==> config.mk <==
export PLATFORM = sky130hd
export DESIGN_NAME = i2c_calc_target
export DESIGN_NICKNAME = d
export VERILOG_FILES = /design/src/rtl/i2c_calc_target.sv
export SDC_FILE = /design/constraint.sdc
export NUM_CORES = 1
export LEC_CHECK = 0
export BUFFER_PORTS_ARGS = -buffer_cell sky130_fd_sc_hd__buf_2
export CAP_MARGIN = 20
export CORE_MARGIN = 2
export CORE_UTILIZATION = 35
export CTS_BUF_LIST = sky130_fd_sc_hd__clkbuf_4 sky130_fd_sc_hd__clkbuf_8
export CTS_CLUSTER_DIAMETER = 40
export DETAILED_ROUTE_END_ITERATION = 6
export GPL_TIMING_DRIVEN = 0
export PLACE_DENSITY = 0.61
export SYNTH_ARGS = -nofsm -noshare
export SYNTH_HDL_FRONTEND = slang
export SYNTH_SLANG_ARGS = --single-unit
==> constraint.sdc <==
create_clock -name clk -period 3.3 [get_ports clk]
set_input_delay 0.165 -clock clk [delete_from_list [all_inputs] [get_ports clk]]
set_output_delay 0.165 -clock clk [all_outputs]
set_load 0.005 [all_outputs]
==> src/rtl/i2c_calc_target.sv <==
// I2C target front-end for the calculator core: operand/opcode register file, go pulse and
// coherent 64-bit result readback. Define I2C_GLITCH_FILTER_EN for 3-sample majority filtering.
module i2c_calc_target #(
    parameter logic [6:0]  I2C_ADDR = 7'h2A,
    parameter int unsigned PTR_W    = 5
) (
    input  logic        clk,
    input  logic        rst_n,
    input  logic        scl_in,
    input  logic        sda_in,
    output logic        sda_oe,
    output logic [31:0] first_input_number,
    output logic [31:0] second_input_number,
    output logic [1:0]  operation,
    output logic        go,
    input  logic [63:0] result
);
    typedef enum logic [3:0] {
        StIdle, StAddr, StAddrAck, StPtr, StPtrAck, StWrByte, StWrAck, StRdByte, StRdAck, StIgnore
    } state_e;

    // Lines idle high, so conditioning flops reset to 1 to avoid false edges out of reset.
    logic [1:0] scl_sync_q, sda_sync_q;
    logic       scl_s, sda_s, scl_prev_q, sda_prev_q;

    always_ff @(posedge clk or negedge rst_n) begin
        if (!rst_n) begin
            scl_sync_q <= 2'b11;
            sda_sync_q <= 2'b11;
        end else begin
            scl_sync_q <= {scl_sync_q[0], scl_in};
            sda_sync_q <= {sda_sync_q[0], sda_in};
        end
    end

`ifdef I2C_GLITCH_FILTER_EN
    logic [1:0] scl_hist_q, sda_hist_q;
    logic       scl_filt_q, sda_filt_q;

    always_ff @(posedge clk or negedge rst_n) begin
        if (!rst_n) begin
            scl_hist_q <= 2'b11;
            sda_hist_q <= 2'b11;
            scl_filt_q <= 1'b1;
            sda_filt_q <= 1'b1;
        end else begin
            scl_hist_q <= {scl_hist_q[0], scl_sync_q[1]};
            sda_hist_q <= {sda_hist_q[0], sda_sync_q[1]};
            scl_filt_q <= (scl_sync_q[1] & scl_hist_q[0]) | (scl_sync_q[1] & scl_hist_q[1]) |
                          (scl_hist_q[0] & scl_hist_q[1]);
            sda_filt_q <= (sda_sync_q[1] & sda_hist_q[0]) | (sda_sync_q[1] & sda_hist_q[1]) |
                          (sda_hist_q[0] & sda_hist_q[1]);
        end
    end

    assign scl_s = scl_filt_q;
    assign sda_s = sda_filt_q;
`else
    assign scl_s = scl_sync_q[1];
    assign sda_s = sda_sync_q[1];
`endif

    always_ff @(posedge clk or negedge rst_n) begin
        if (!rst_n) begin
            scl_prev_q <= 1'b1;
            sda_prev_q <= 1'b1;
        end else begin
            scl_prev_q <= scl_s;
            sda_prev_q <= sda_s;
        end
    end

    logic scl_rise, scl_fall, start_det, stop_det;
    assign scl_rise  = scl_s & ~scl_prev_q;
    assign scl_fall  = ~scl_s & scl_prev_q;
    assign start_det = scl_s & scl_prev_q & sda_prev_q & ~sda_s;
    assign stop_det  = scl_s & scl_prev_q & ~sda_prev_q & sda_s;

    state_e             state_q, state_d;
    logic [3:0]         cnt_q, cnt_d;
    logic [7:0]         shift_q, shift_d, tx_q, tx_d;
    logic [PTR_W-1:0]   ptr_q, ptr_d;
    logic [31:0]        a_q, a_d, b_q, b_d;
    logic [1:0]         op_q, op_d;
    logic [63:0]        shadow_q, shadow_d;
    logic               oe_q, oe_d, ack_seen_q, ack_seen_d, nack_q, nack_d, rw_q, rw_d;
    logic               go_pend_q, go_pend_d, go_q, go_d;
    logic [7:0]         byte_in, rd_byte, ptr_ext;

    assign byte_in = {shift_q[6:0], sda_s};
    assign ptr_ext = 8'(ptr_q);

    always_comb begin
        rd_byte = 8'h00;
        if (ptr_ext < 8'h04)             rd_byte = a_q[{~ptr_ext[1:0], 3'b000} +: 8];
        else if (ptr_ext < 8'h08)        rd_byte = b_q[{~ptr_ext[1:0], 3'b000} +: 8];
        else if (ptr_ext == 8'h08)       rd_byte = {6'b0, op_q};
        else if (ptr_ext[7:3] == 5'h02)  rd_byte = shadow_q[{~ptr_ext[2:0], 3'b000} +: 8];
    end

    always_comb begin
        state_d    = state_q;
        cnt_d      = cnt_q;
        shift_d    = shift_q;
        tx_d       = tx_q;
        ptr_d      = ptr_q;
        a_d        = a_q;
        b_d        = b_q;
        op_d       = op_q;
        shadow_d   = shadow_q;
        oe_d       = oe_q;
        ack_seen_d = ack_seen_q;
        nack_d     = nack_q;
        rw_d       = rw_q;
        go_pend_d  = 1'b0;
        go_d       = go_pend_q;
        if (start_det) begin
            state_d = StAddr;
            cnt_d   = 4'd0;
            oe_d    = 1'b0;
        end else if (stop_det) begin
            state_d = StIdle;
            oe_d    = 1'b0;
        end else begin
            unique case (state_q)
                StAddr, StPtr, StWrByte: begin
                    if (scl_rise) begin
                        shift_d = byte_in;
                        cnt_d   = cnt_q + 4'd1;
                        if (cnt_q == 4'd7) begin
                            ack_seen_d = 1'b0;
                            if (state_q == StAddr) begin
                                rw_d    = sda_s;
                                state_d = (shift_q[6:0] == I2C_ADDR) ? StAddrAck : StIgnore;
                            end else if (state_q == StPtr) begin
                                ptr_d   = byte_in[PTR_W-1:0];
                                state_d = StPtrAck;
                            end else begin
                                if (ptr_ext < 8'h04) a_d[{~ptr_ext[1:0], 3'b000} +: 8] = byte_in;
                                else if (ptr_ext < 8'h08) b_d[{~ptr_ext[1:0], 3'b000} +: 8] = byte_in;
                                else if (ptr_ext == 8'h08) begin
                                    op_d      = byte_in[1:0];
                                    go_pend_d = 1'b1;
                                end
                                ptr_d   = ptr_q + PTR_W'(1);
                                state_d = StWrAck;
                            end
                        end
                    end
                end
                StAddrAck, StPtrAck, StWrAck: begin
                    if (scl_rise) begin
                        ack_seen_d = 1'b1;
                        // Snapshot so a multi-byte read sees one coherent result.
                        if (state_q == StAddrAck && rw_q) shadow_d = result;
                    end else if (scl_fall) begin
                        if (!ack_seen_q) begin
                            oe_d = 1'b1;
                        end else begin
                            oe_d  = 1'b0;
                            cnt_d = 4'd0;
                            if (state_q == StAddrAck && rw_q) begin
                                state_d = StRdByte;
                                tx_d    = rd_byte;
                                oe_d    = ~rd_byte[7];
                            end else if (state_q == StAddrAck) begin
                                state_d = StPtr;
                            end else begin
                                state_d = StWrByte;
                            end
                        end
                    end
                end
                StRdByte: begin
                    if (scl_rise) begin
                        cnt_d = cnt_q + 4'd1;
                    end else if (scl_fall) begin
                        if (cnt_q == 4'd8) begin
                            oe_d       = 1'b0;
                            ptr_d      = ptr_q + PTR_W'(1);
                            ack_seen_d = 1'b0;
                            state_d    = StRdAck;
                        end else begin
                            tx_d = {tx_q[6:0], 1'b0};
                            oe_d = ~tx_q[6];
                        end
                    end
                end
                StRdAck: begin
                    if (scl_rise) begin
                        ack_seen_d = 1'b1;
                        nack_d     = sda_s;
                    end else if (scl_fall && ack_seen_q) begin
                        if (nack_q) begin
                            state_d = StIgnore;
                        end else begin
                            state_d = StRdByte;
                            cnt_d   = 4'd0;
                            tx_d    = rd_byte;
                            oe_d    = ~rd_byte[7];
                        end
                    end
                end
                default: ;
            endcase
        end
    end

    always_ff @(posedge clk or negedge rst_n) begin
        if (!rst_n) begin
            state_q    <= StIdle;
            cnt_q      <= 4'd0;
            shift_q    <= 8'h00;
            tx_q       <= 8'h00;
            ptr_q      <= '0;
            a_q        <= 32'h0;
            b_q        <= 32'h0;
            op_q       <= 2'b00;
            shadow_q   <= 64'h0;
            oe_q       <= 1'b0;
            ack_seen_q <= 1'b0;
            nack_q     <= 1'b0;
            rw_q       <= 1'b0;
            go_pend_q  <= 1'b0;
            go_q       <= 1'b0;
        end else begin
            state_q    <= state_d;
            cnt_q      <= cnt_d;
            shift_q    <= shift_d;
            tx_q       <= tx_d;
            ptr_q      <= ptr_d;
            a_q        <= a_d;
            b_q        <= b_d;
            op_q       <= op_d;
            shadow_q   <= shadow_d;
            oe_q       <= oe_d;
            ack_seen_q <= ack_seen_d;
            nack_q     <= nack_d;
            rw_q       <= rw_d;
            go_pend_q  <= go_pend_d;
            go_q       <= go_d;
        end
    end

    assign sda_oe              = oe_q;
    assign first_input_number  = a_q;
    assign second_input_number = b_q;
    assign operation           = op_q;
    assign go                  = go_q;
endmodule

==> impl_metrics.yaml <==
clocking:
  insertion_delay_ns: 0.47
  root_buffer: "clkbuf_8"
  numCtsBuffers: 17
  cts_tree: "built"
  clockBufferDepth: 2
  clkSinkCount: 169
  htree_num_levels: 4
  clk_pin_slew_ns: 0.09
cells_and_area:
  drive_gt1_share_pct: 32.4
  utilization_pct: 45.0
  final_nets: 1004
  instances_no_fill: 1228
  layout_common_cells: "dfrtp_1 (163), buf_2 (143), nand2_1 (129), o21ai_0 (81), mux2_2 (76)"
  multi_input_area_um2: 3570
  ff_latch_area_um2: 4240
  syn_to_final_growth_pct: 26.6
  mostFrequentLayoutCell: "dfrtp_1"
  nFillCells: 2102
critical_path:
  cp.arrival_ns: 3.44
  cp_cell_sequence: "buf_4 -> buf_4 -> buf_4 -> inv_1 -> ha_1 -> inv_1 -> or3_1 -> clkbuf_1 -> clkbuf_1 -> o21ai_0"
  cpLargestDelayFamily: "buffers and inverters"
  cpMostUsedCell: "buf_4"
  cp_max_fo: 10
  cpPeakStageDelay_ns: 0.52
  timing.rr.start: "ptr_q[0]"
  critPathCapture: "second_input_number[30]"
  critical_path_class: "flip-flop to flip-flop"
  critPathLaunch: "ptr_q[0]"
  reg2reg_to: "second_input_number[30]"
  crit_path_end_kind: "flip-flop"
  r2r_slack_ns: 0.19
  critical_path_buf_inv_count: 7
  r2r_cells: 10
  cp-start-kind: "flip-flop"
  worst_ep_required_time_ns: 3.63
  cp.depth: 10
  cp_slowest_cell: "clkbuf_1"
sta:
  hold_violations: 0
  whs_ns: 0.201
  fmax_ghz: 0.321
  setup_slack_ns: 0.188
  skew_ns: 0.0120
  slew_viol_final: 0
  period_minus_slack_ns: 3.11
  relSlewSlack_pct: 50.9
  rsz0062_at_grt: "no"
  period_share_pct: 94.3
  setup_viol: 0
  worstMarginPinSlew_ns: 0.736
flow_run:
  maxCapViolations: 0
synthesis:
  synth_area_um2: 8050
  synth_top_family_by_area: "multiplexers"
  synthArstFlopShare_pct: 100
  yosys.area_share.adder_pct: 0.933
  synth_nets: 781
  syn_inst: 707
  ys_seq_area_share_pct: 52.6
  synth_compound_area_share_pct: 9.72
  synth_cell_type_count: 53
  ys.warnings.count: 0
  synth.avg_cell_area_um2: 11.4
  synthTopCellsByArea: "dfrtp_1 (51%), mux2_2 (11%), mux4_2 (9.8%)"
  synth_xor_area_share_pct: 0.218
  synth_edf_count: 0
  synth-seq-cells: 169
  synth-simple-area-share_pct: 12.5
  synthFlopType: "dfrtp_1"
  synthMuxAreaShare_pct: 21.0
  synth_top_area_share_pct: 50.7
  synth_top_area_cell: "dfrtp_1"
pwr:
  power_density_nw_per_um2: 488
  p_leak_nw: 4.53
  switchingPower_mw: 1.66
  clkPwrFrac_pct: 29.9
  power_mw: 4.97
  swShare_pct: 33.4
  intPower_mw: 3.31
  p_comb_share_pct: 22.5
  ir_worst_vdd_mv: 0.217
  p_seq_share_pct: 47.6
detailed_routing:
  drt_iter0_drc: 564
  drt_wl_total_um: 25000
  viasPerCell: 5.37
  detail-route-antenna-nets: 0
  vias: 6589
  drc: 0
  post_drt_wl_per_cell_um: 20.3
  dr.pass1.iters: 5
global_routing:
  first_global_vias: 6607
  grt_use_total_pct: 20.9
  gr-total-overflow: 0
  antenna_found_initial: 2
  grt_pass1_wl_um: 37800
  grt_max_degree: 117
floorplanning:
  core_um2: 22600
  start_util_pct: 35.6
  die_x_um: 156
  pin_count: 136
  dieArea_um2: 24200
  rows: 55
  die_h_um: 156
placement:
  dp.cells: 1130
  dpl_worst_slack_ns: -0.0210
  gp_congestion: 0.837
  dp_hpwl_um: 17500
  portBuffers: 135
status:
  status: "completed"
worst_hold_path:
  hold_class: "input pin to asynchronous set/reset pin"
[worst register-to-register path: stages (launching register included)]
cell and delay, ns:
dfrtp_1 0.43, buf_4 0.31, buf_4 0.35, buf_4 0.28
inv_1 0.18, ha_1 0.26, inv_1 0.05, or3_1 0.09
clkbuf_1 0.37, clkbuf_1 0.52, o21ai_0 0.15
[cell usage after synthesis, types with 3 or more instances]
cell	instances
ha_1	6
o21ai_1	5
nor2b_1	7
a211oi_1	4
nor2_1	23
o21ai_0	81
mux4_2	35
a21oi_1	20
buf_2	9
dfstp_2	6
mux2i_1	5
nand2b_1	4
clkbuf_1	30
buf_1	4
or3_1	7
nor3b_1	3
buf_4	3
inv_1	12
and3_1	6
dfrtp_1	163
mux2_2	76
nor3_1	4
nand3_1	12
nand2_1	129
a22oi_1	5
a31oi_1	4
nand4_1	9
[registers in the layout (all words and copies together), names as in the netlist, 2 cells and up]
name                 flops
shadow_q                64
first_input_number      32
second_input_number     32
shift_q                  7
tx_q                     7
ptr_q                    5
cnt_q                    4
state_q                  4
operation                2
scl_sync_q               2
sda_sync_q               2
[layout make-up]
class | count | area share, %
Timing Repair Buffer | 205 | 13.7
Clock inverter | 13 | 1.36
Buffer | 45 | 1.89
Antenna cell | 1 | 0.0246
Sequential cell | 169 | 41.6
Inverter | 12 | 0.442
Multi-Input combinational cell | 480 | 35.1
Tap cell | 285 | 3.50
Clock buffer | 18 | 2.43
[cell families after synthesis]
| family | Yosys count |
|---|---|
| XOR/XNOR | 2 |
| flip-flops | 169 |
| multiplexers | 116 |
| AO/OA/AOI/OAI | 136 |
| AND/OR/NAND/NOR | 220 |
| buffers and inverters | 58 |
| adder cells (fa/ha/maj) | 6 |
[power by group through the flow]
stage / registers [mW] / logic [mW] / clock network, mW
floorplan: 2.34 / 0.731 / 0
global placement: 2.40 / 1.03 / 0
detailed placement: 2.40 / 1.04 / 0
CTS: 2.36 / 1.11 / 1.51
global route: 2.38 / 1.24 / 1.61
finish: 2.36 / 1.12 / 1.49
[through the flow]
step | TNS, ns | area, µm²
2_1_floorplan | 0 | 8050
3_3_place_gp | -123.22 | 9080
3_5_place_dp | -0.0210 | 9130
4_1_cts | 0 | 10200
5_1_grt | 0 | 10200
6_report | 0 | 10200
[timing repair]
action / in CTS / in global routing
buffers inserted: 0 / 0
hold buffers: 67 / 0
hold endpoints to repair: 119 / 0
setup endpoints to repair: 1 / 4
pin swaps: 0 / 0
gates resized for setup: 0 / 2
[worst min-delay path by stage]
stage | end | depth (start not counted)
floorplan | ack_seen_q | 0
detailed placement | cnt_q[0] | 1
finish | cnt_q[0] | 2
global placement | sda_sync_q[0] | 1
CTS | cnt_q[0] | 2
global route | cnt_q[0] | 2
[per-layer routing]
layer  GRT usage, %  wire length [µm]  part of all wire [%]
met1           28.4             11000                    44
met2           33.3             11700                    47
met3           4.64              1760                   7.1
met4           6.77               516                   2.1
met5              0                 0                     0
No activity file was read; power rests on OpenSTA's default activity.
